[src/rtl/interlayer_pkg.sv]
// Shared definitions for the layer-4 to layer-5 ping-pong frame buffer:
// read FSM encoding and geometry helpers derived from the layer-4 width.
package interlayer_pkg;

  typedef enum logic {
    RD_IDLE   = 1'b0,
    RD_STREAM = 1'b1
  } rd_state_t;

  // Pooled (2x2 max-pool) output width.
  function automatic int calc_out_w(input int width);
    return width / 2;
  endfunction

  // Pixels per pooled frame.
  function automatic int calc_frame(input int width);
    return calc_out_w(width) * calc_out_w(width);
  endfunction

  // Address width for one frame bank, never narrower than one bit.
  function automatic int calc_addr_w(input int width);
    int frame;
    frame = calc_frame(width);
    return (frame <= 2) ? 1 : $clog2(frame);
  endfunction

endpackage

[src/rtl/interlayer_bank.sv]
// One frame bank: register array with a synchronous write port and an
// asynchronous (combinational) read port. Contents are deliberately not reset.
module interlayer_bank #(
  parameter int DEPTH      = 4,
  parameter int DATA_WIDTH = 16,
  parameter int AW         = 2
) (
  input  logic                  clk,
  input  logic                  we,
  input  logic [AW-1:0]         waddr,
  input  logic [DATA_WIDTH-1:0] wdata,
  input  logic [AW-1:0]         raddr,
  output logic [DATA_WIDTH-1:0] rdata
);

  logic [DATA_WIDTH-1:0] mem_q [DEPTH];

  // Synchronous write of one pixel.
  always_ff @(posedge clk) begin
    if (we) begin
      mem_q[waddr] <= wdata;
    end
  end

  assign rdata = mem_q[raddr];

endmodule

[src/rtl/interlayer_frame_buffer.sv]
// Ping-pong frame buffer: captures the free-running pooled pixel stream into
// two banks and replays each completed frame row-major to the next layer.
//
// Handshake: a pixel transfers on a rising edge where valid_out && ready_in.
// While ready_in is low, valid_out and data_out hold; valid_out never drops
// without a transfer. The input side has no stall: a pixel arriving while the
// target bank is still full is dropped and flagged in the sticky overflow bit.
module interlayer_frame_buffer #(
  parameter int WIDTH      = 5,
  parameter int DATA_WIDTH = 16
) (
  input  logic                  clk,
  input  logic                  rst,
  input  logic                  valid_in,
  input  logic [DATA_WIDTH-1:0] data_in,
  input  logic                  ready_in,
  output logic                  valid_out,
  output logic [DATA_WIDTH-1:0] data_out,
  output logic                  last_out,
  output logic [31:0]           counter_col,
  output logic [31:0]           counter_row,
  output logic [1:0]            bank_full,
  output logic                  overflow
);
  import interlayer_pkg::*;

  localparam int OUT_W = calc_out_w(WIDTH);
  localparam int FRAME = calc_frame(WIDTH);
  localparam int AW    = calc_addr_w(WIDTH);

  localparam logic [AW-1:0] LAST_ADDR = AW'(FRAME - 1);
  localparam logic [31:0]   LAST_COL  = 32'(OUT_W - 1);

  rd_state_t       state_q, state_d;
  logic            wr_bank_q, wr_bank_d;
  logic            rd_bank_q, rd_bank_d;
  logic [AW-1:0]   wr_addr_q, wr_addr_d;
  logic [AW-1:0]   rd_addr_q, rd_addr_d;
  logic [1:0]      bank_full_q, bank_full_d;
  logic            overflow_q, overflow_d;
  logic [31:0]     col_q, col_d;
  logic [31:0]     row_q, row_d;

  logic                  wr_fire, wr_drop, wr_last;
  logic                  xfer, rd_last;
  logic                  we0, we1;
  logic [DATA_WIDTH-1:0] rdata0, rdata1, rd_data;

  // Fullness is judged on pre-edge state, so a bank freed this cycle
  // still rejects a same-cycle write.
  assign wr_fire = valid_in && !bank_full_q[wr_bank_q];
  assign wr_drop = valid_in &&  bank_full_q[wr_bank_q];
  assign wr_last = wr_fire && (wr_addr_q == LAST_ADDR);
  assign xfer    = (state_q == RD_STREAM) && ready_in;
  assign rd_last = xfer && (rd_addr_q == LAST_ADDR);

  assign we0 = wr_fire && !wr_bank_q;
  assign we1 = wr_fire &&  wr_bank_q;

  interlayer_bank #(.DEPTH(FRAME), .DATA_WIDTH(DATA_WIDTH), .AW(AW)) u_bank0 (
    .clk(clk), .we(we0), .waddr(wr_addr_q), .wdata(data_in),
    .raddr(rd_addr_q), .rdata(rdata0)
  );

  interlayer_bank #(.DEPTH(FRAME), .DATA_WIDTH(DATA_WIDTH), .AW(AW)) u_bank1 (
    .clk(clk), .we(we1), .waddr(wr_addr_q), .wdata(data_in),
    .raddr(rd_addr_q), .rdata(rdata1)
  );

  assign rd_data = rd_bank_q ? rdata1 : rdata0;

  // Write pointer, bank flags and sticky overflow.
  always_comb begin
    wr_bank_d   = wr_bank_q;
    wr_addr_d   = wr_addr_q;
    bank_full_d = bank_full_q;
    overflow_d  = overflow_q || wr_drop;
    if (wr_fire) begin
      if (wr_last) begin
        wr_addr_d              = '0;
        wr_bank_d              = !wr_bank_q;
        bank_full_d[wr_bank_q] = 1'b1;
      end else begin
        wr_addr_d = wr_addr_q + 1'b1;
      end
    end
    // A write only completes into an empty bank and a read only completes
    // out of a full one, so these never target the same bank.
    if (rd_last) begin
      bank_full_d[rd_bank_q] = 1'b0;
    end
  end

  // Read FSM next state plus read address and output coordinates.
  always_comb begin
    state_d   = state_q;
    rd_bank_d = rd_bank_q;
    rd_addr_d = rd_addr_q;
    col_d     = col_q;
    row_d     = row_q;
    case (state_q)
      RD_IDLE: begin
        if (bank_full_q[rd_bank_q]) state_d = RD_STREAM;
      end
      RD_STREAM: begin
        if (rd_last) begin
          state_d   = RD_IDLE;
          rd_bank_d = !rd_bank_q;
          rd_addr_d = '0;
          col_d     = '0;
          row_d     = '0;
        end else if (xfer) begin
          rd_addr_d = rd_addr_q + 1'b1;
          if (col_q == LAST_COL) begin
            col_d = '0;
            row_d = row_q + 32'd1;
          end else begin
            col_d = col_q + 32'd1;
          end
        end
      end
      default: state_d = RD_IDLE;
    endcase
  end

  // State register with asynchronous reset.
  always_ff @(posedge clk or posedge rst) begin
    if (rst) begin
      state_q     <= RD_IDLE;
      wr_bank_q   <= 1'b0;
      rd_bank_q   <= 1'b0;
      wr_addr_q   <= '0;
      rd_addr_q   <= '0;
      bank_full_q <= 2'b00;
      overflow_q  <= 1'b0;
      col_q       <= '0;
      row_q       <= '0;
    end else begin
      state_q     <= state_d;
      wr_bank_q   <= wr_bank_d;
      rd_bank_q   <= rd_bank_d;
      wr_addr_q   <= wr_addr_d;
      rd_addr_q   <= rd_addr_d;
      bank_full_q <= bank_full_d;
      overflow_q  <= overflow_d;
      col_q       <= col_d;
      row_q       <= row_d;
    end
  end

  assign valid_out   = (state_q == RD_STREAM);
  assign data_out    = valid_out ? rd_data : '0;
  assign last_out    = valid_out && (rd_addr_q == LAST_ADDR);
  assign counter_col = col_q;
  assign counter_row = row_q;
  assign bank_full   = bank_full_q;
  assign overflow    = overflow_q;

endmodule

[config.mk]
export PLATFORM = sky130hd
export DESIGN_NAME = interlayer_frame_buffer
export DESIGN_NICKNAME = d
export VERILOG_FILES = /design/src/rtl/interlayer_pkg.sv /design/src/rtl/interlayer_bank.sv /design/src/rtl/interlayer_frame_buffer.sv
export SDC_FILE = /design/constraint.sdc
export NUM_CORES = 1
export LEC_CHECK = 0
export CAP_MARGIN = 20
export CORE_MARGIN = 4
export CORE_UTILIZATION = 45
export CTS_CLUSTER_DIAMETER = 150
export CTS_CLUSTER_SIZE = 20
export DETAILED_ROUTE_END_ITERATION = 8
export PLACE_DENSITY_LB_ADDON = 0.12
export SKIP_LAST_GASP = 1
export SYNTH_ARGS = -nofsm -noshare
export SYNTH_HDL_FRONTEND = slang
export SYNTH_SLANG_ARGS = --single-unit
[constraint.sdc]
create_clock -name clk -period 4.1 [get_ports clk]
set_input_delay 0.41 -clock clk [delete_from_list [all_inputs] [get_ports clk]]
set_output_delay 0.41 -clock clk [all_outputs]
set_load 0.02 [all_outputs]
# Word-level counts from Yosys, hierarchy flattened
# Memories as Yosys holds them, arrays and structs flattened.
# Index checks and enable logic that the tools add are counted.
# Widths: inputs -> output; s select.
# classes
add_sub_neg	4
mul	0
div_mod_pow	0
n_lt_le_gt_ge	4
eq_ne	3
shifts	0
mux	29
bitwise	4
n_reduce_logical	20
# op_table
op	count
$mux 32	6
$add 32x1->32 const B	2
$eq 32x1->1 const B	1
$mux 16	2
$mux 1	12
$mux 2	6
$logic_and 1x1->1	10
$reduce_and 2->1	3
$add 2x1->2 const B	2
$eq 2x2->1 const B	2
$lt 1x2->1 const B	2
$reduce_bool 2->1	2
$logic_not 1->1	3
$reduce_and 3->1	1
$and 2x2->2	1
$demux 1 s1	2
$ge 1x1->1 const B	2
$not 2->2	1
$or 2x2->2	1
$pmux 1 s2	1
$logic_or 1x1->1	1
$not 1->1	1
# word_totals
ff_bits	74
latchBits	0
ramBits	128
rom_bits	0
input_bits	20
output_inout_bits	85
mem_count	2
# mem_list
name	depth	width	rd	rd_ports_with_merged_regs	write_ports	line	source
u_bank0.mem_q	4	16	1	0	1	interlayer_bank.sv:16	logic [DATA_WIDTH-1:0] mem_q [DEPTH];
u_bank1.mem_q	4	16	1	0	1	interlayer_bank.sv:16	

# Logic depth before layout (Yosys ltp)
# Gate-level depths: netlist (run 1).
# logic_depth
depth_word	9
mapped_depth	9

# By module
# Synthesis (run 1) repeated with hierarchy kept, for this count alone.
# hier_totals
hier_cells	653
hier_area_um2	9110.0
# modules_own_cells
mod	n_inst	cells_each	area_per_inst_um2	seq_area_each_um2
interlayer_bank	2	88	2377.3	1921.8
interlayer_frame_buffer	1	477	4355.4	1851.8

# Worst setup path before layout (run 1)
# No wires, ideal clock.
# synth_timing
path_type	reg-to-output
startpoint	reg rd_addr_q[0]
endpoint	out data_out[3]
t_arrival_ns	1.746
required_time_ns	3.690
slack_ns	1.944
path_stages_with_launch	6
n_path_buf	2
path_cell_list	dfrtp_1 > clkbuf_1 > buf_2 > mux4_2 > mux2i_1 > nor2b_1
# synth_between
elab_chain_cells	3
word_cells_on_any_way	4
cone_classes	mux: 2; memory: 2
# synth_rtl
item	line	source
start, declared	interlayer_frame_buffer.sv:38	logic [AW-1:0] rd_addr_q, rd_addr_d;
start signal, assigned	interlayer_frame_buffer.sv:143	rd_addr_q <= rd_addr_d;
$mem_v2 4x16	n/a	
$mux 16 *	interlayer_frame_buffer.sv:70	assign rd_data = rd_bank_q ? rdata1 : rdata0;
$mux 16 *	interlayer_frame_buffer.sv:152	assign data_out = valid_out ? rd_data : '0;
end, declared	interlayer_frame_buffer.sv:18	output logic [DATA_WIDTH-1:0] data_out,
# Every way passes the cells marked *; elsewhere a longest branch is shown, timed or not.

# Worst setup path after layout (run 1)
# layout_timing
startpoint	reg rd_addr_q[0]
endpoint	out data_out[8]
# The elaborated chain is that of the path after synthesis.

==> impl_summary.log, run 1 <==
INFO  metric timing.fmax = 298 MHz
INFO  metric n_antenna_cell = 0
INFO  metric hold-worst-slack = 0.310 ns
INFO  metric dieArea = 22500 sq um
INFO  metric power_leakage = 3.96 nW
INFO  metric synthesis.nets = 682
INFO  metric final.period_utilization = 81.9%
INFO  metric die_height = 150 um
INFO  metric dpl_wire_length = 12.9 mm
INFO  metric layout.nets = 775
INFO  metric timing.final.setup_violations = 0
INFO  metric post-synth-top-count-cell = sky130_fd_sc_hd__edfxtp_1
INFO  metric timing.slew.headroom = 30.0%
INFO  metric synth_flop_cell = sky130_fd_sc_hd__edfxtp_1
INFO  metric top_level_port_count = 105
INFO  metric first_global_vias = 5954
INFO  metric cp_slowest_stage_delay = 0.73 ns
INFO  metric floorplan.initialDensity = 46.2%
INFO  metric timing.max_cap.violations = 0
INFO  metric irDropWorstVdd = 0.348 mV
INFO  metric coreArea = 19700 sq um
INFO  metric routed_via_density = 5.72
INFO  metric dp_slack = 1.10 ns
INFO  metric timing.hold.worst.class = input port to async pin
INFO  metric grt_usage = 18.1%
INFO  metric clkSinkCount = 202
INFO  metric synth_simple_gate_area_share = 15.2%
INFO  metric synth_sequential_area_ratio = 62.7%
INFO  metric gate_count_post_synth = 654
INFO  metric cts_buffers = 14
INFO  metric cell_types_with_the_highest_counts_after_synthesis = sky130_fd_sc_hd__edfxtp_1 (128), sky130_fd_sc_hd__dfrtp_1 (74), sky130_fd_sc_hd__nand2_1 (39)
INFO  metric grt_first_pass_wirelength = 32.3 mm
INFO  metric post_cts_resized = 0
INFO  metric fraction_of_synthesized_cell_area_in_xor_and_xnor_cells = 2.60%
INFO  metric globalRouteOverflowTotal = 0
INFO  metric insertion_delay = 0.48 ns
INFO  metric outcome = finished, final reports clean
INFO  metric ys_async_sr_fraction = 36.6%
INFO  metric finalWorstSetupSlack = 0.744 ns
INFO  metric cts_hold_repair.buffers = 0
INFO  metric grt_antenna_before_repair = 0
INFO  metric cts_tree = done
INFO  metric arrival = 2.95 ns
INFO  metric timing.critical_path.required = 3.69 ns
INFO  metric clkSlewWorstSetupHoldPaths = 0.09 ns
INFO  metric fraction_of_synthesized_area_in_multiplexers = 9.95%
INFO  metric syn_avg_cell_area = 13.9 sq um
INFO  metric synth_enable_flop_cells = 128
INFO  metric worstPathCellList = buf_4 -> mux4_2 -> mux2i_1 -> nor2b_1 -> clkdlybuf4s50_1
INFO  metric die_width = 150 um
INFO  metric wl_per_cell = 19.8 um
INFO  metric finalWorstPathRequiredPeriod = 3.36 ns
INFO  metric ant_nets = 0
INFO  metric drive_gt1_share = 9.43%
INFO  metric worstSetupEndpointType = primary output
INFO  metric synth_top_family_by_area = simple AND/OR/NAND/NOR gates
INFO  metric synth.cell_area = 9080 sq um
INFO  metric firstDrtPassIters = 5
INFO  metric total_number_of_vias = 5818
INFO  metric htree_levels = 1
INFO  metric post_synthesis_compound_gate_area_fraction = 5.87%
INFO  metric yosysWarningCount = 0
INFO  metric cell_row_count = 51
INFO  metric critPathSlowestCell = sky130_fd_sc_hd__dfrtp_2
INFO  metric gpl.final_weighted_congestion = 0.853
INFO  metric final-max-slew-violation-count = 0
INFO  metric cts.path.max_buffers = 3
INFO  metric worstPathMaxFanout = 18
INFO  metric place.port_buffers = 104
INFO  metric yosys.cell_types.count = 56
INFO  metric timing.final.hold_violations = 0
INFO  metric clock-skew-final = 0.0177 ns
INFO  metric startpoint_type = flop
INFO  metric netlist_top_cells_area = sky130_fd_sc_hd__edfxtp_1 (42%), sky130_fd_sc_hd__dfrtp_1 (20%), sky130_fd_sc_hd__mux4_2 (7.9%)
INFO  metric rsz0062_at_grt = false
INFO  metric power-per-cell-area = 572 nW/um^2
INFO  metric area_delta_synth_final = 18.7%
INFO  metric criticalPathCategory = flop to primary output
INFO  metric max_slew.worst_pin.slew = 1.05 ns
INFO  metric synth_top_area_share = 42.3%
INFO  metric drcViolationCount = 0
INFO  metric detailedRoute.firstIterationViolations = 376
INFO  metric synth-seq-cells = 202
INFO  metric clock_tree.root_cell = sky130_fd_sc_hd__clkbuf_16
INFO  metric fin_setup_tns = 0 ns
INFO  metric post_cts_buffers = 0
INFO  metric synth-adder-area-share = 1.10%
INFO  metric routed_wl = 20.2 mm
INFO  metric maximum_number_of_pins_on_one_net_before_global_route_repair = 36
INFO  metric synth_top_area_cell = sky130_fd_sc_hd__edfxtp_1
## where the power goes
part / internal [mW] / leakage, nW / total (mW) / switching (mW)
clock: 0.655 / 0.196 / 1.35 / 0.692
sequential: 2.42 / 2.12 / 2.68 / 0.259
combinational: 1.00 / 1.64 / 2.14 / 1.14
total: 4.08 / 3.96 / 6.16 / 2.09
## per-layer routing
layer,track usage (%),vias to the layer above,wire length (um)
met5,0,-,0
met4,3.52,0,243
met3,3.06,21,927
met2,31.2,130,10100
met1,24.4,2962,8960
li1,-,2705,-
## flip-flops by register name (all words and copies together) (netlist names), 2 cells and up
name and flops:
wr_addr_q 2, counter_row 32, rd_addr_q 2, u_bank1.mem_q 64
bank_full 2, counter_col 32, u_bank0.mem_q 64
## critical path, delay by kind of cell (launching register included)
kind / cells / cell delay [ns]
muxes: 2 / 0.71
buffers and inverters: 2 / 0.94
DFF: 1 / 0.73
and+or+nand+nor: 1 / 0.09
## final timing paths
path,start,cells after the start,end,slack [ns]
min,rst,2,counter_col[2],0.31
max reg2reg,rd_addr_q[0],6,counter_row[21],1.24
min in group clk,overflow,1,overflow,0.46
min reg2reg,overflow,1,overflow,0.46
max in group asynchronous,rst,3,counter_row[13],3.04
max,rd_addr_q[0],5,data_out[8],0.74
## through the flow
| stage | cells | power, mW | utilization [%] | cell area, sq um |
|---|---|---|---|---|
| after floorplan | 654 | 4.05 | - | 9080 |
| after global placement | 995 | 4.83 | 52.7 | 10300 |
| after detailed placement | 995 | 4.89 | 52.7 | 10300 |
| after CTS | 1017 | 6.23 | 54.7 | 10800 |
| after global routing | 1018 | 6.50 | 54.8 | 10800 |
| final | 1018 | 6.16 | 54.8 | 10800 |
## logic make-up (layout without fill, tap and decap cells)
group                      count (synthesis)  after routing
and+or+nand+nor                          240            240
DFF                                      202            202
AOI/OAI and AO/OA                         76             76
buffers and inverters                     51            150
muxes                                     50             50
xor gates and xnor gates                  27             27
adders and majority gates                  8              8
## placed cells by master, fill, tap and decap left out, types with 13 or more instances in the layout
cell / Yosys / final
sky130_fd_sc_hd__a21oi_1: 14 / 14
sky130_fd_sc_hd__and2_1: 20 / 20
sky130_fd_sc_hd__and3_1: 14 / 14
sky130_fd_sc_hd__clkbuf_16: 0 / 14
sky130_fd_sc_hd__clkdlybuf4s50_1: 0 / 104
sky130_fd_sc_hd__dfrtp_1: 74 / 73
sky130_fd_sc_hd__edfxtp_1: 128 / 128
sky130_fd_sc_hd__mux2i_1: 16 / 16
sky130_fd_sc_hd__mux4_2: 32 / 32
sky130_fd_sc_hd__nand2_1: 39 / 39
sky130_fd_sc_hd__nand3_1: 25 / 25
sky130_fd_sc_hd__nand4_1: 28 / 28
sky130_fd_sc_hd__nor2_1: 36 / 36
sky130_fd_sc_hd__nor2b_1: 17 / 17
sky130_fd_sc_hd__o21ai_0: 14 / 14
sky130_fd_sc_hd__or4_1: 13 / 13
sky130_fd_sc_hd__xor2_1: 23 / 23
## cell type report
| type | instances | area, sq um |
|---|---|---|
| Timing Repair Buffer | 116 | 1140 |
| Clock inverter | 2 | 36.3 |
| Inverter | 12 | 45.0 |
| Clock buffer | 20 | 373 |
| Tap cell | 265 | 332 |
| Multi-Input combinational cell | 401 | 3150 |
| Fill cell | 1671 | 8880 |
| Sequential cell | 202 | 5700 |
No activity file was read; power rests on OpenSTA's default activity.
==> inputs of run 2 (changes only) <==
==> constraint.sdc (replaced) <==
create_clock -name clk -period 3.3 [get_ports clk]
set_input_delay 0.33 -clock clk [delete_from_list [all_inputs] [get_ports clk]]
set_output_delay 0.33 -clock clk [all_outputs]
set_load 0.02 [all_outputs]
==> impl_summary.log, run 2 (same netlist as run 1, synthesis figures left out) <==
INFO  metric detailedRoute.firstIterationViolations = 421
INFO  metric max_slew.worst_pin.slew = 1.03 ns
INFO  metric worstSetupEndpointType = primary output
INFO  metric routed_via_density = 5.75
INFO  metric post_cts_buffers = 0
INFO  metric cts_tree = done
INFO  metric drcViolationCount = 0
INFO  metric multiInputGateArea = 3150 sq um
INFO  metric rsz0062_at_grt = false
INFO  metric grt_first_pass_wirelength = 32.0 mm
INFO  metric htree_levels = 1
INFO  metric floorplan.initialDensity = 46.2%
INFO  metric die_width = 150 um
INFO  metric grt_busiest_layer = met2
INFO  metric insertion_delay = 0.47 ns
INFO  metric grt_usage = 18.0%
INFO  metric groute.layer.met1.usage = 24.0%
INFO  metric cts_hold_repair.buffers = 0
INFO  metric irDropWorstVdd = 0.551 mV
INFO  metric first_global_vias = 5914
INFO  metric dpl_wire_length = 13.0 mm
INFO  metric timing.fmax = 350 MHz
INFO  metric arrival = 2.53 ns
INFO  metric clkSinkCount = 202
INFO  metric area.sequential = 5700 sq um
INFO  metric area_delta_synth_final = 19.6%
INFO  metric layout.nets = 785
INFO  metric drive_gt1_share = 10.7%
INFO  metric dp_slack = 0.729 ns
INFO  metric critPathSlowestCell = sky130_fd_sc_hd__mux4_2
INFO  metric finalWorstPathRequiredPeriod = 2.86 ns
INFO  metric maximum_number_of_pins_on_one_net_before_global_route_repair = 75
INFO  metric timing.final.hold_violations = 0
INFO  metric coreArea = 19700 sq um
INFO  metric clock-skew-final = 0.0251 ns
INFO  metric dieArea = 22500 sq um
INFO  metric final.period_utilization = 86.6%
INFO  metric firstDrtPassIters = 5
INFO  metric cts_buffers = 14
INFO  metric ant_nets = 0
INFO  metric groute.layer.met2.usage = 31.3%
INFO  metric wl_per_cell = 19.8 um
INFO  metric fin_cells = 1024
INFO  metric finalWorstSetupSlack = 0.444 ns
INFO  metric fill_cells = 1650
INFO  metric cell_row_count = 51
INFO  metric clock_tree.root_cell = sky130_fd_sc_hd__clkbuf_16
INFO  metric power-per-cell-area = 707 nW/um^2
INFO  metric top_regs = u_bank0.mem_q: 64 flops, u_bank1.mem_q: 64 flops
INFO  metric total_number_of_vias = 5889
INFO  metric outcome = finished, final reports clean
INFO  metric n_antenna_cell = 0
INFO  metric hold-worst-slack = 0.225 ns
INFO  metric worstPathMaxFanout = 32
INFO  metric grtUsageMet3 = 2.67%
INFO  metric timing.critical_path.required = 2.97 ns
INFO  metric grt_antenna_before_repair = 0
INFO  metric placed_cell_areas = 10500 sq um
INFO  metric criticalPathCategory = flop to primary output
INFO  metric place.port_buffers = 104
INFO  metric timing.hold.worst.class = input port to async pin
INFO  metric worstPathCellList = buf_12 -> mux4_2 -> mux2i_1 -> nor2b_1 -> clkdlybuf4s50_1
INFO  metric die_height = 150 um
INFO  metric top_level_port_count = 105
INFO  metric numPlacedInstances = 1006
INFO  metric startpoint_type = flop
INFO  metric timing.slew.headroom = 31.0%
INFO  metric post_cts_resized = 0
INFO  metric routed_wl = 20.3 mm
INFO  metric timing.max_cap.violations = 0
INFO  metric timing.final.setup_violations = 0
INFO  metric clkSlewWorstSetupHoldPaths = 0.09 ns
INFO  metric gpl.final_weighted_congestion = 0.806
INFO  metric globalRouteOverflowTotal = 0
INFO  metric final-max-slew-violation-count = 0
INFO  metric cp_slowest_stage_delay = 0.54 ns
INFO  metric final_area = 10900 sq um
INFO  metric fin_setup_tns = 0 ns
INFO  metric most-common-layout-cells = sky130_fd_sc_hd__edfxtp_1 (128), sky130_fd_sc_hd__clkdlybuf4s50_1 (104), sky130_fd_sc_hd__dfrtp_1 (73)
INFO  metric power_leakage = 4.02 nW
INFO  metric cts.path.max_buffers = 3
INFO  metric mostFrequentLayoutCell = sky130_fd_sc_hd__edfxtp_1
-- run 2: changes by cell type in the layout (fill, tap and decap cells not counted), sizes merged --
| cell | delta |
|---|---|
| buf | +10 |
| clkbuf | -3 |
| clkinv | -1 |
-- run 2: path summary, 6_finish.rpt --
path | endpoint | from | slack (ns) | depth (start not counted)
min reg2reg | overflow | overflow | 0.48 | 1
min in group clk | overflow | overflow | 0.48 | 1
min | counter_col[23] | rst | 0.23 | 3
max reg2reg | counter_row[31] | counter_col[27] | 0.83 | 5
max in group asynchronous | rd_addr_q[0] | rst | 2.71 | 3
max | data_out[6] | rd_addr_q[0] | 0.44 | 5
-- run 2: power by group --
group | internal [mW] | switching (mW) | total [mW]
Clock | 0.835 | 0.842 | 1.68
Combinational | 1.27 | 1.50 | 2.78
Sequential | 3.00 | 0.225 | 3.23
Total | 5.11 | 2.57 | 7.68
-- run 2: final cells by class --
type / instances / area share [%]
Multi-Input combinational cell: 401 / 29.0
Clock inverter: 1 / 0.184
Clock buffer: 17 / 3.53
Inverter: 12 / 0.415
Timing Repair Buffer: 126 / 11.3
Sequential cell: 202 / 52.5
Tap cell: 265 / 3.05
-- run 2: critical path: cells and delay by family (launching register included) --
kind	cells	cell delay, ns
buf+inv	2	0.82
mux	2	0.72
flops	1	0.41
simple gates	1	0.09
-- run 2: stage by stage --
stage / total power [mW] / utilization [%]
after detailed placement: 6.12 / 53.2
after CTS: 7.81 / 55.3
after global routing: 8.11 / 55.3
after floorplan: 5.04 / -
final: 7.68 / 55.3
after global placement: 6.05 / 53.2
-- run 2: layer usage --
metal / vias up / part of all wire (%)
met2: 147 / 51
met3: 25 / 4.8
met5: - / 0
li1: 2724 / -
met1: 2993 / 42
met4: 0 / 1.6
==> inputs of run 3 (changes only) <==
--- a/config.mk
+++ b/config.mk
@@ -6,12 +6,14 @@
 export NUM_CORES = 1
 export LEC_CHECK = 0
 export CAP_MARGIN = 20
+export CORE_ASPECT_RATIO = 0.6
 export CORE_MARGIN = 4
 export CORE_UTILIZATION = 45
 export CTS_CLUSTER_DIAMETER = 150
 export CTS_CLUSTER_SIZE = 20
 export DETAILED_ROUTE_END_ITERATION = 8
 export PLACE_DENSITY_LB_ADDON = 0.12
+export SETUP_SLACK_MARGIN = 0.05
 export SKIP_LAST_GASP = 1
 export SYNTH_ARGS = -nofsm -noshare
 export SYNTH_HDL_FRONTEND = slang
==> impl_summary.log, run 3 (same netlist as run 1, synthesis figures left out) <==
INFO  metric grt_first_pass_wirelength = 33.6 mm
INFO  metric globalRouteOverflowTotal = 0
INFO  metric met1_length = 10.2 mm
INFO  metric cts.path.max_buffers = 3
INFO  metric rsz0062_at_grt = false
INFO  metric top_signal_layer_used = met4
INFO  metric timing.final.hold_violations = 0
INFO  metric finalWorstPathRequiredPeriod = 3.07 ns
INFO  metric outcome = finished, final reports clean
INFO  metric cts_tree = done
INFO  metric final.period_utilization = 93.0%
INFO  metric grt_usage = 18.6%
INFO  metric power_leakage = 4.02 nW
INFO  metric area_delta_synth_final = 19.9%
INFO  metric post_cts_buffers = 0
INFO  metric detailedRoute.firstIterationViolations = 471
INFO  metric firstDrtPassIters = 5
INFO  metric insertion_delay = 0.48 ns
INFO  metric timing.critical_path.from = rd_addr_q[0]
INFO  metric gpl.final_weighted_congestion = 0.796
INFO  metric cts_hold_repair.buffers = 0
INFO  metric timing.rr.start = counter_col[26]
INFO  metric top_level_port_count = 105
INFO  metric ant_nets = 0
INFO  metric top_regs = u_bank0.mem_q: 64 flops, u_bank1.mem_q: 64 flops
INFO  metric first_global_vias = 5940
INFO  metric routed_wl = 21.0 mm
INFO  metric htree_levels = 1
INFO  metric worstPathMaxFanout = 25
INFO  metric numPlacedInstances = 1007
INFO  metric wl_per_cell = 20.4 um
INFO  metric cts_buffers = 14
INFO  metric routed_via_density = 5.68
INFO  metric arrival = 2.74 ns
INFO  metric final-max-slew-violation-count = 0
INFO  metric irDropWorstVdd = 0.552 mV
INFO  metric most-common-layout-cells = sky130_fd_sc_hd__edfxtp_1 (128), sky130_fd_sc_hd__clkdlybuf4s50_1 (104), sky130_fd_sc_hd__dfrtp_1 (73)
INFO  metric wl_met2 = 9.43 mm
INFO  metric worstSetupEndpointType = primary output
INFO  metric startpoint_type = flop
INFO  metric drcViolationCount = 0
INFO  metric fin_cells = 1031
INFO  metric post_cts_resized = 0
INFO  metric power-per-cell-area = 712 nW/um^2
INFO  metric floorplan.initialDensity = 46.8%
INFO  metric mostFrequentLayoutCell = sky130_fd_sc_hd__edfxtp_1
INFO  metric overall_power = 7.75 mW
INFO  metric die_height = 118 um
INFO  metric place.port_buffers = 104
INFO  metric timing.slew.headroom = 40.9%
INFO  metric fin_setup_tns = 0 ns
INFO  metric coreArea = 19400 sq um
INFO  metric timing.hold.worst.class = input port to async pin
INFO  metric total_number_of_vias = 5857
INFO  metric criticalPathCategory = flop to primary output
INFO  metric dpl_wire_length = 13.9 mm
INFO  metric timing.final.setup_violations = 0
INFO  metric timing.max_cap.violations = 0
INFO  metric layout.nets = 786
INFO  metric clock-skew-final = 0.0309 ns
INFO  metric drive_gt1_share = 10.8%
INFO  metric timing.fmax = 326 MHz
INFO  metric clkSinkCount = 202
INFO  metric grt_antenna_before_repair = 0
INFO  metric met3RoutedLength = 1.21 mm
INFO  metric die_width = 191 um
INFO  metric clkSlewWorstSetupHoldPaths = 0.09 ns
INFO  metric clock_tree.root_cell = sky130_fd_sc_hd__clkbuf_16
INFO  metric maximum_number_of_pins_on_one_net_before_global_route_repair = 35
INFO  metric n_antenna_cell = 0
INFO  metric max_slew.worst_pin.slew = 0.885 ns
INFO  metric timing.critical_path.required = 2.97 ns
INFO  metric dieArea = 22600 sq um
INFO  metric cell_row_count = 39
INFO  metric ff2ff_path_depth = 5
## run 3: changes by cell type in the layout (fill, tap and decap cells not counted), sizes merged
cell / before / now
buf: 22 / 23
clkbuf: 17 / 22
## run 3: worst paths after layout
check                                  end  slack [ns]
max                            data_out[0]        0.23
min                        counter_col[14]        0.23
max reg2reg                 counter_row[4]        0.69
min reg2reg                       overflow        0.50
max in group asynchronous  counter_row[30]        2.17
min in group clk                  overflow        0.50
## run 3: worst max-delay path: stages (launching register included)
cell and delay (ns):
sky130_fd_sc_hd__dfrtp_2 0.62, sky130_fd_sc_hd__buf_12 0.28, sky130_fd_sc_hd__mux4_2 0.52, sky130_fd_sc_hd__mux2i_1 0.22, sky130_fd_sc_hd__nor2b_1 0.07, sky130_fd_sc_hd__clkdlybuf4s50_1 0.55
## run 3: cell type report
cell class / count / area, sq um
Fill cell: 1591 / 8540
Clock buffer: 22 / 402
Inverter: 12 / 45.0
Tap cell: 266 / 333
Clock inverter: 1 / 20.0
Multi-Input combinational cell: 401 / 3160
Timing Repair Buffer: 127 / 1230
Sequential cell: 202 / 5700
## run 3: layer usage
metal  track usage [%]  vias to the layer above
met3              3.65                       19
li1                  -                     2726
met5                 0                        -
met1              28.6                     2959
met4              3.23                        0
met2              27.8                      153
## run 3: report_power, final
group | switching [mW] | internal, mW
sequential | 0.269 | 3.00
combinational | 1.48 | 1.29
clock | 0.842 | 0.858
total | 2.59 | 5.16
## run 3: through the flow
stage	cell area (sq um)	hold slack [ns]	utilization [%]	setup WS (ns)
3_5_place_dp	10400	0.492	53.8	0.683
3_3_place_gp	10400	0.493	53.8	0.696
4_1_cts	10900	0.243	56.0	0.170
5_1_grt	10900	0.276	56.0	0.0558
6_report	10900	0.233	56.0	0.231
2_1_floorplan	9080	0.429	-	1.09
==> edit 1: new RTL, flow settings as in run 1 <==
Put one more register stage on the output `counter_row`, without a reset. The value now appears one clock later. The other outputs are not delayed to match.
--- a/src/rtl/interlayer_frame_buffer.sv
+++ b/src/rtl/interlayer_frame_buffer.sv
@@ -153,5 +153,7 @@
   assign last_out    = valid_out && (rd_addr_q == LAST_ADDR);
   assign counter_col = col_q;
-  assign counter_row = row_q;
+  always_ff @(posedge clk) begin
+    counter_row <= row_q;
+  end
   assign bank_full   = bank_full_q;
   assign overflow    = overflow_q;
Check against the original RTL: not equivalent (Yosys sat finds a counterexample within 10 cycles, from zero or initial values and one cycle with rst high).
==> edit 1 against run 1 <==
  * Non-clock buffer count is the same
  * Design area grew 5.9%
  * Synthesized area grew 6.0%
  * Sequential cell count grew 32
  * Global-route usage shrank 0.59 points
  * Critical endpoint is now data_out[13]
  * Count of clock-buffer cells in the layout grew 4
  * Total power grew 7.3%
  * Wire length grew 3.7%
  * Die area grew 5.7%
  * Setup slack gained 120 ps
==> edit 1: results (changes against run 1) <==
| Metric | Value |
|---|---|
| Share of synthesized area occupied by flip-flops and latches | `65.84% (was 62.73%)` |
| Post-placement cell count | `1045 (was 995)` |
| Global routing usage on met3 | `2.770% (was 3.059%)` |
| Net count, final | `815 (was 775)` |
| Arrival time at the worst endpoint | `2830 ps (was 2950 ps)` |
| Total CTS buffers | `15 (was 14)` |
| Fraction of layout cells with a size suffix above 1 | `9.673% (was 9.429%)` |
| Vias in the first global route | `6116 (was 5954)` |
| Post-place setup slack | `1272 ps (was 1101 ps)` |
| Clock tree skew after final layout | `15.39 ps (was 17.69 ps)` |
| Total clock network power | `1460 uW (was 1350 uW)` |
| Sum of routed wire segments on met1 | `8990 um (was 8957 um)` |
| Nets in the synthesized netlist | `716 (was 682)` |
| Wire length of the first global-routing pass | `33600 um (was 32260 um)` |
| Relative slew slack | `29.34% (was 29.99%)` |
| Share of synthesized flip-flops with an asynchronous set or reset | `31.62% (was 36.63%)` |
| Top area cells in the synthesized netlist | `sky130_fd_sc_hd__edfxtp_1 40%, sky130_fd_sc_hd__dfrtp_1 19%, sky130_fd_sc_hd__mux4_2 7.5%, sky130_fd_sc_hd__dfxtp_1 6.7%, sky130_fd_sc_hd__xnor2_1 2.3% (was sky130_fd_sc_hd__edfxtp_1 42%, sky130_fd_sc_hd__dfrtp_1 20%, sky130_fd_sc_hd__mux4_2 7.9%, sky130_fd_sc_hd__xor2_1 2.2%, sky130_fd_sc_hd__nand4_1 1.9%)` |
| Met1 Usage GRT | `23.06% (was 24.37%)` |
| Switching share of power | `32.93% (was 33.87%)` |
| Total via count in the routed design | `5997 (was 5818)` |
| Met2 wire length | `10520 um (was 10050 um)` |
| Final weighted congestion in routability-driven placement | `0.8289 (was 0.8531)` |
| Maximum vdd ir drop | `0.0005378 V (was 0.0003482 V)` |
| Largest net degree at the start of global routing | `31 (was 36)` |
| Final WL | `20920 um (was 20180 um)` |
| Pleak | `0.004063 uW (was 0.003957 uW)` |
| Length of routed met3 wiring | `937 um (was 927 um)` |
| Part of the power in combinational logic | `32.2% (was 34.7%)` |
| All-Layer GR Usage | `17.47% (was 18.06%)` |
| Placement Cell Area | `10980 um^2 (was 10350 um^2)` |
| Outcome | `completed (unchanged)` |
| Met2 layer usage reported by global route | `30.55% (was 31.16%)` |
| Mean post-synth cell area | `13.99 um^2 (was 13.88 um^2)` |
| Crit-path max FO | `20 (was 18)` |
| Synthesized-area fraction occupied by adder cells | `1.040% (was 1.102%)` |
## edit 1: changes by cell type after synthesis, moves of 9 or more
cell	change
sky130_fd_sc_hd__xor2_1	-18
sky130_fd_sc_hd__xnor2_1	+21
sky130_fd_sc_hd__nor3_1	+16
sky130_fd_sc_hd__nor2_1	+9
sky130_fd_sc_hd__and2_1	-11
sky130_fd_sc_hd__and3_1	-9
sky130_fd_sc_hd__dfxtp_1	+32
sky130_fd_sc_hd__nand4_1	-14
## edit 1: critical path: stages (launching register included)
cell	delay, ps
sky130_fd_sc_hd__dfrtp_1	770
sky130_fd_sc_hd__buf_4	410
sky130_fd_sc_hd__mux4_2	240
sky130_fd_sc_hd__mux2i_1	70
sky130_fd_sc_hd__nor2b_1	190
sky130_fd_sc_hd__clkdlybuf4s50_1	640
## edit 1: cell type report
cell class | count | area (um^2)
well taps | 275 | 344.1
fillers | 1710 | 9614
inverters | 17 | 63.81
repair buffers | 116 | 1144
flip-flops and latches | 234 | 6337
multi-input cells | 403 | 3092
clock inverters | 2 | 17.52
clock buffers | 24 | 409.1
## edit 1: path summary, 6_finish.rpt
path,start,to,slack (ps),cells after the start
worst max register to register,counter_col[1],row_q[12],1450,8
worst min-delay path,rst,counter_col[29],310,2
worst min register to register,row_q[31],counter_row[31],410,0
worst max-delay path,rd_addr_q[1],data_out[13],860,5
min in group clk,row_q[31],counter_row[31],410,0
max in group asynchronous,rst,rd_addr_q[0],2920,3
## edit 1: stage by stage
stage                     hold WS (ps)  util (%)  total power [uW]
final                            313.7     54.26              6616
after global routing             372.0     54.26              6983
after CTS                        334.2     54.26              6715
after detailed placement         387.5     52.24              5249
after global placement           385.9     52.24              5206
after floorplan                  360.0         -              4382
==> edit 2: new RTL, settings of run 1 <==
Made on the original files. `WIDTH`: 5 -> 7.
--- a/src/rtl/interlayer_frame_buffer.sv
+++ b/src/rtl/interlayer_frame_buffer.sv
@@ -7,5 +7,5 @@
 // target bank is still full is dropped and flagged in the sticky overflow bit.
 module interlayer_frame_buffer #(
-  parameter int WIDTH      = 5,
+  parameter int WIDTH      = 7,
   parameter int DATA_WIDTH = 16
 ) (
Check against the original RTL: not equivalent (a bounded check fails within 10 cycles, from zero or initial values and one cycle with rst high).
==> edit 2 against run 1 <==
  * Wire length up 82%
  * Sequential cell count is 164 higher
  * Critical endpoint is now data_out[11]
  * Clock power rose by 66%
  * Design area rose by 65%
  * Highest routed layer unchanged
  * Total power grew 64%
  * Setup slack got worse by 420 ps
  * Synthesized area up 70%
==> edit 2: results (changes against run 1) <==
| Metric | Value |
|---|---|
| Outcome | `completed (unchanged)` |
| CP peak stage delay | `880 ps (was 730 ps)` |
| Root Buffer | `sky130_fd_sc_hd__clkbuf_16 (unchanged)` |
| 1st-iter DRT viols | `738 (was 376)` |
| Most frequent cells after synthesis | `288 x sky130_fd_sc_hd__edfxtp_1, 84 x sky130_fd_sc_hd__nand2_1, 78 x sky130_fd_sc_hd__dfrtp_1, 61 x sky130_fd_sc_hd__nor2_1, 53 x sky130_fd_sc_hd__mux2i_1 (was 128 x sky130_fd_sc_hd__edfxtp_1, 74 x sky130_fd_sc_hd__dfrtp_1, 39 x sky130_fd_sc_hd__nand2_1, 36 x sky130_fd_sc_hd__nor2_1, 32 x sky130_fd_sc_hd__mux4_2)` |
| Nets in the synthesized netlist | `1065 (was 682)` |
| Vias in the first global route | `8899 (was 5954)` |
| Largest net degree at the start of global routing | `49 (was 36)` |
| Registers with the most flip-flops | `u_bank0.mem_q (144), u_bank1.mem_q (144) (was u_bank0.mem_q (64), u_bank1.mem_q (64))` |
| Post-synth EDFFs | `288 (was 128)` |
| Mean post-synth cell area | `14.92 um^2 (was 13.88 um^2)` |
| Post-placement cell count | `1575 (was 995)` |
| Number of fill cells | `2819 (was 1671)` |
| Post-place setup slack | `985.3 ps (was 1101 ps)` |
| Pleak | `0.006132 uW (was 0.003957 uW)` |
| Crit-path max FO | `19 (was 18)` |
| Half-perimeter wire length after placement | `22530 um (was 12920 um)` |
| DR pass1 iterations | `7 (was 5)` |
| Net count, final | `1181 (was 775)` |
| Final WL | `36760 um (was 20180 um)` |
| All-Layer GR Usage | `19.14% (was 18.06%)` |
| Netlist cell types | `63 (was 56)` |
| Top area cells in the synthesized netlist | `sky130_fd_sc_hd__edfxtp_1 56%, sky130_fd_sc_hd__dfrtp_1 13%, sky130_fd_sc_hd__mux4_2 6.7%, sky130_fd_sc_hd__mux2i_1 3.4%, sky130_fd_sc_hd__nand2_1 2.0% (was sky130_fd_sc_hd__edfxtp_1 42%, sky130_fd_sc_hd__dfrtp_1 20%, sky130_fd_sc_hd__mux4_2 7.9%, sky130_fd_sc_hd__xor2_1 2.2%, sky130_fd_sc_hd__nand4_1 1.9%)` |
| Arrival time at the worst endpoint | `3370 ps (was 2950 ps)` |
| Layout Cells excl Fill | `1615 (was 1018)` |
| Final weighted congestion in routability-driven placement | `0.7991 (was 0.8531)` |
| Share of synthesized flip-flops with an asynchronous set or reset | `21.31% (was 36.63%)` |
| Clock tree skew after final layout | `21.32 ps (was 17.69 ps)` |
| Vias per cell | `5.778 (was 5.715)` |
| Maximum vdd ir drop | `0.0004520 V (was 0.0003482 V)` |
| Total CTS buffers | `22 (was 14)` |
| Share of synthesized area occupied by flip-flops and latches | `68.58% (was 62.73%)` |
| Fraction of layout cells with a size suffix above 1 | `11.40% (was 9.429%)` |
| Family of cells with the greatest summed delay on the critical path | `simple AND/OR/NAND/NOR gates (was buffers and inverters)` |
edit 2: kinds of logic (layout without fill, tap and decap cells):
logic type      Yosys count  in the layout  synth area share (%)
flops                   366            366                 68.58
simple gates            324            324                 11.10
compound gates          140            140                 5.699
mux                      99             99                 10.13
buf+inv                  67            198                 2.007
xor+xnor                 31             31                 1.757
fa+ha+maj                 9              9                0.7285
edit 2: metrics by stage:
stage	cell area, um^2	total power (uW)	utilization, %	hold slack, ps
finish	17800	10130	52.82	353.7
global route	17800	10640	52.82	422.4
CTS	17780	10230	52.77	368.6
detailed placement	17130	7990	50.84	462.1
global placement	17130	7976	50.84	466.5
floorplan	15460	6699	-	508.9
edit 2: metal layers:
| metal | vias to the layer above | track usage (%) | share of wire, % |
|---|---|---|---|
| met4 | 0 | 3.462 | 1.6 |
| met5 | - | 0 | 0 |
| met1 | 4787 | 28.38 | 45 |
| met2 | 278 | 30.81 | 48 |
| li1 | 4230 | - | - |
| met3 | 36 | 2.905 | 5.7 |
edit 2: final cells by class:
class                      count  area [um^2]  area share (%)
clock buffer                  37        606.8           3.409
clock inverter                 2        46.29          0.2601
inverter                      15        57.56          0.3234
multi-input combinational    603         4562           25.63
sequential                   366        10610           59.58
tap                          448        560.5           3.149
timing repair buffer         144         1361           7.648
edit 2: final timing paths:
check / to / startpoint / cells after the start / slack, ps
hold reg to reg: overflow / overflow / 1 / 490
setup reg to reg: counter_row[30] / rd_addr_q[1] / 10 / 1290
min in group clk: overflow / overflow / 1 / 490
hold / removal: counter_row[0] / rst / 2 / 350
max in group asynchronous: wr_addr_q[0] / rst / 3 / 2820
setup / recovery: data_out[11] / rd_addr_q[2] / 6 / 320
edit 2: report_power, final:
group / switching, uW / internal [uW] / total, uW
combinational: 1880 / 1470 / 3350
sequential: 310 / 4230 / 4540
clock: 1200 / 1040 / 2240
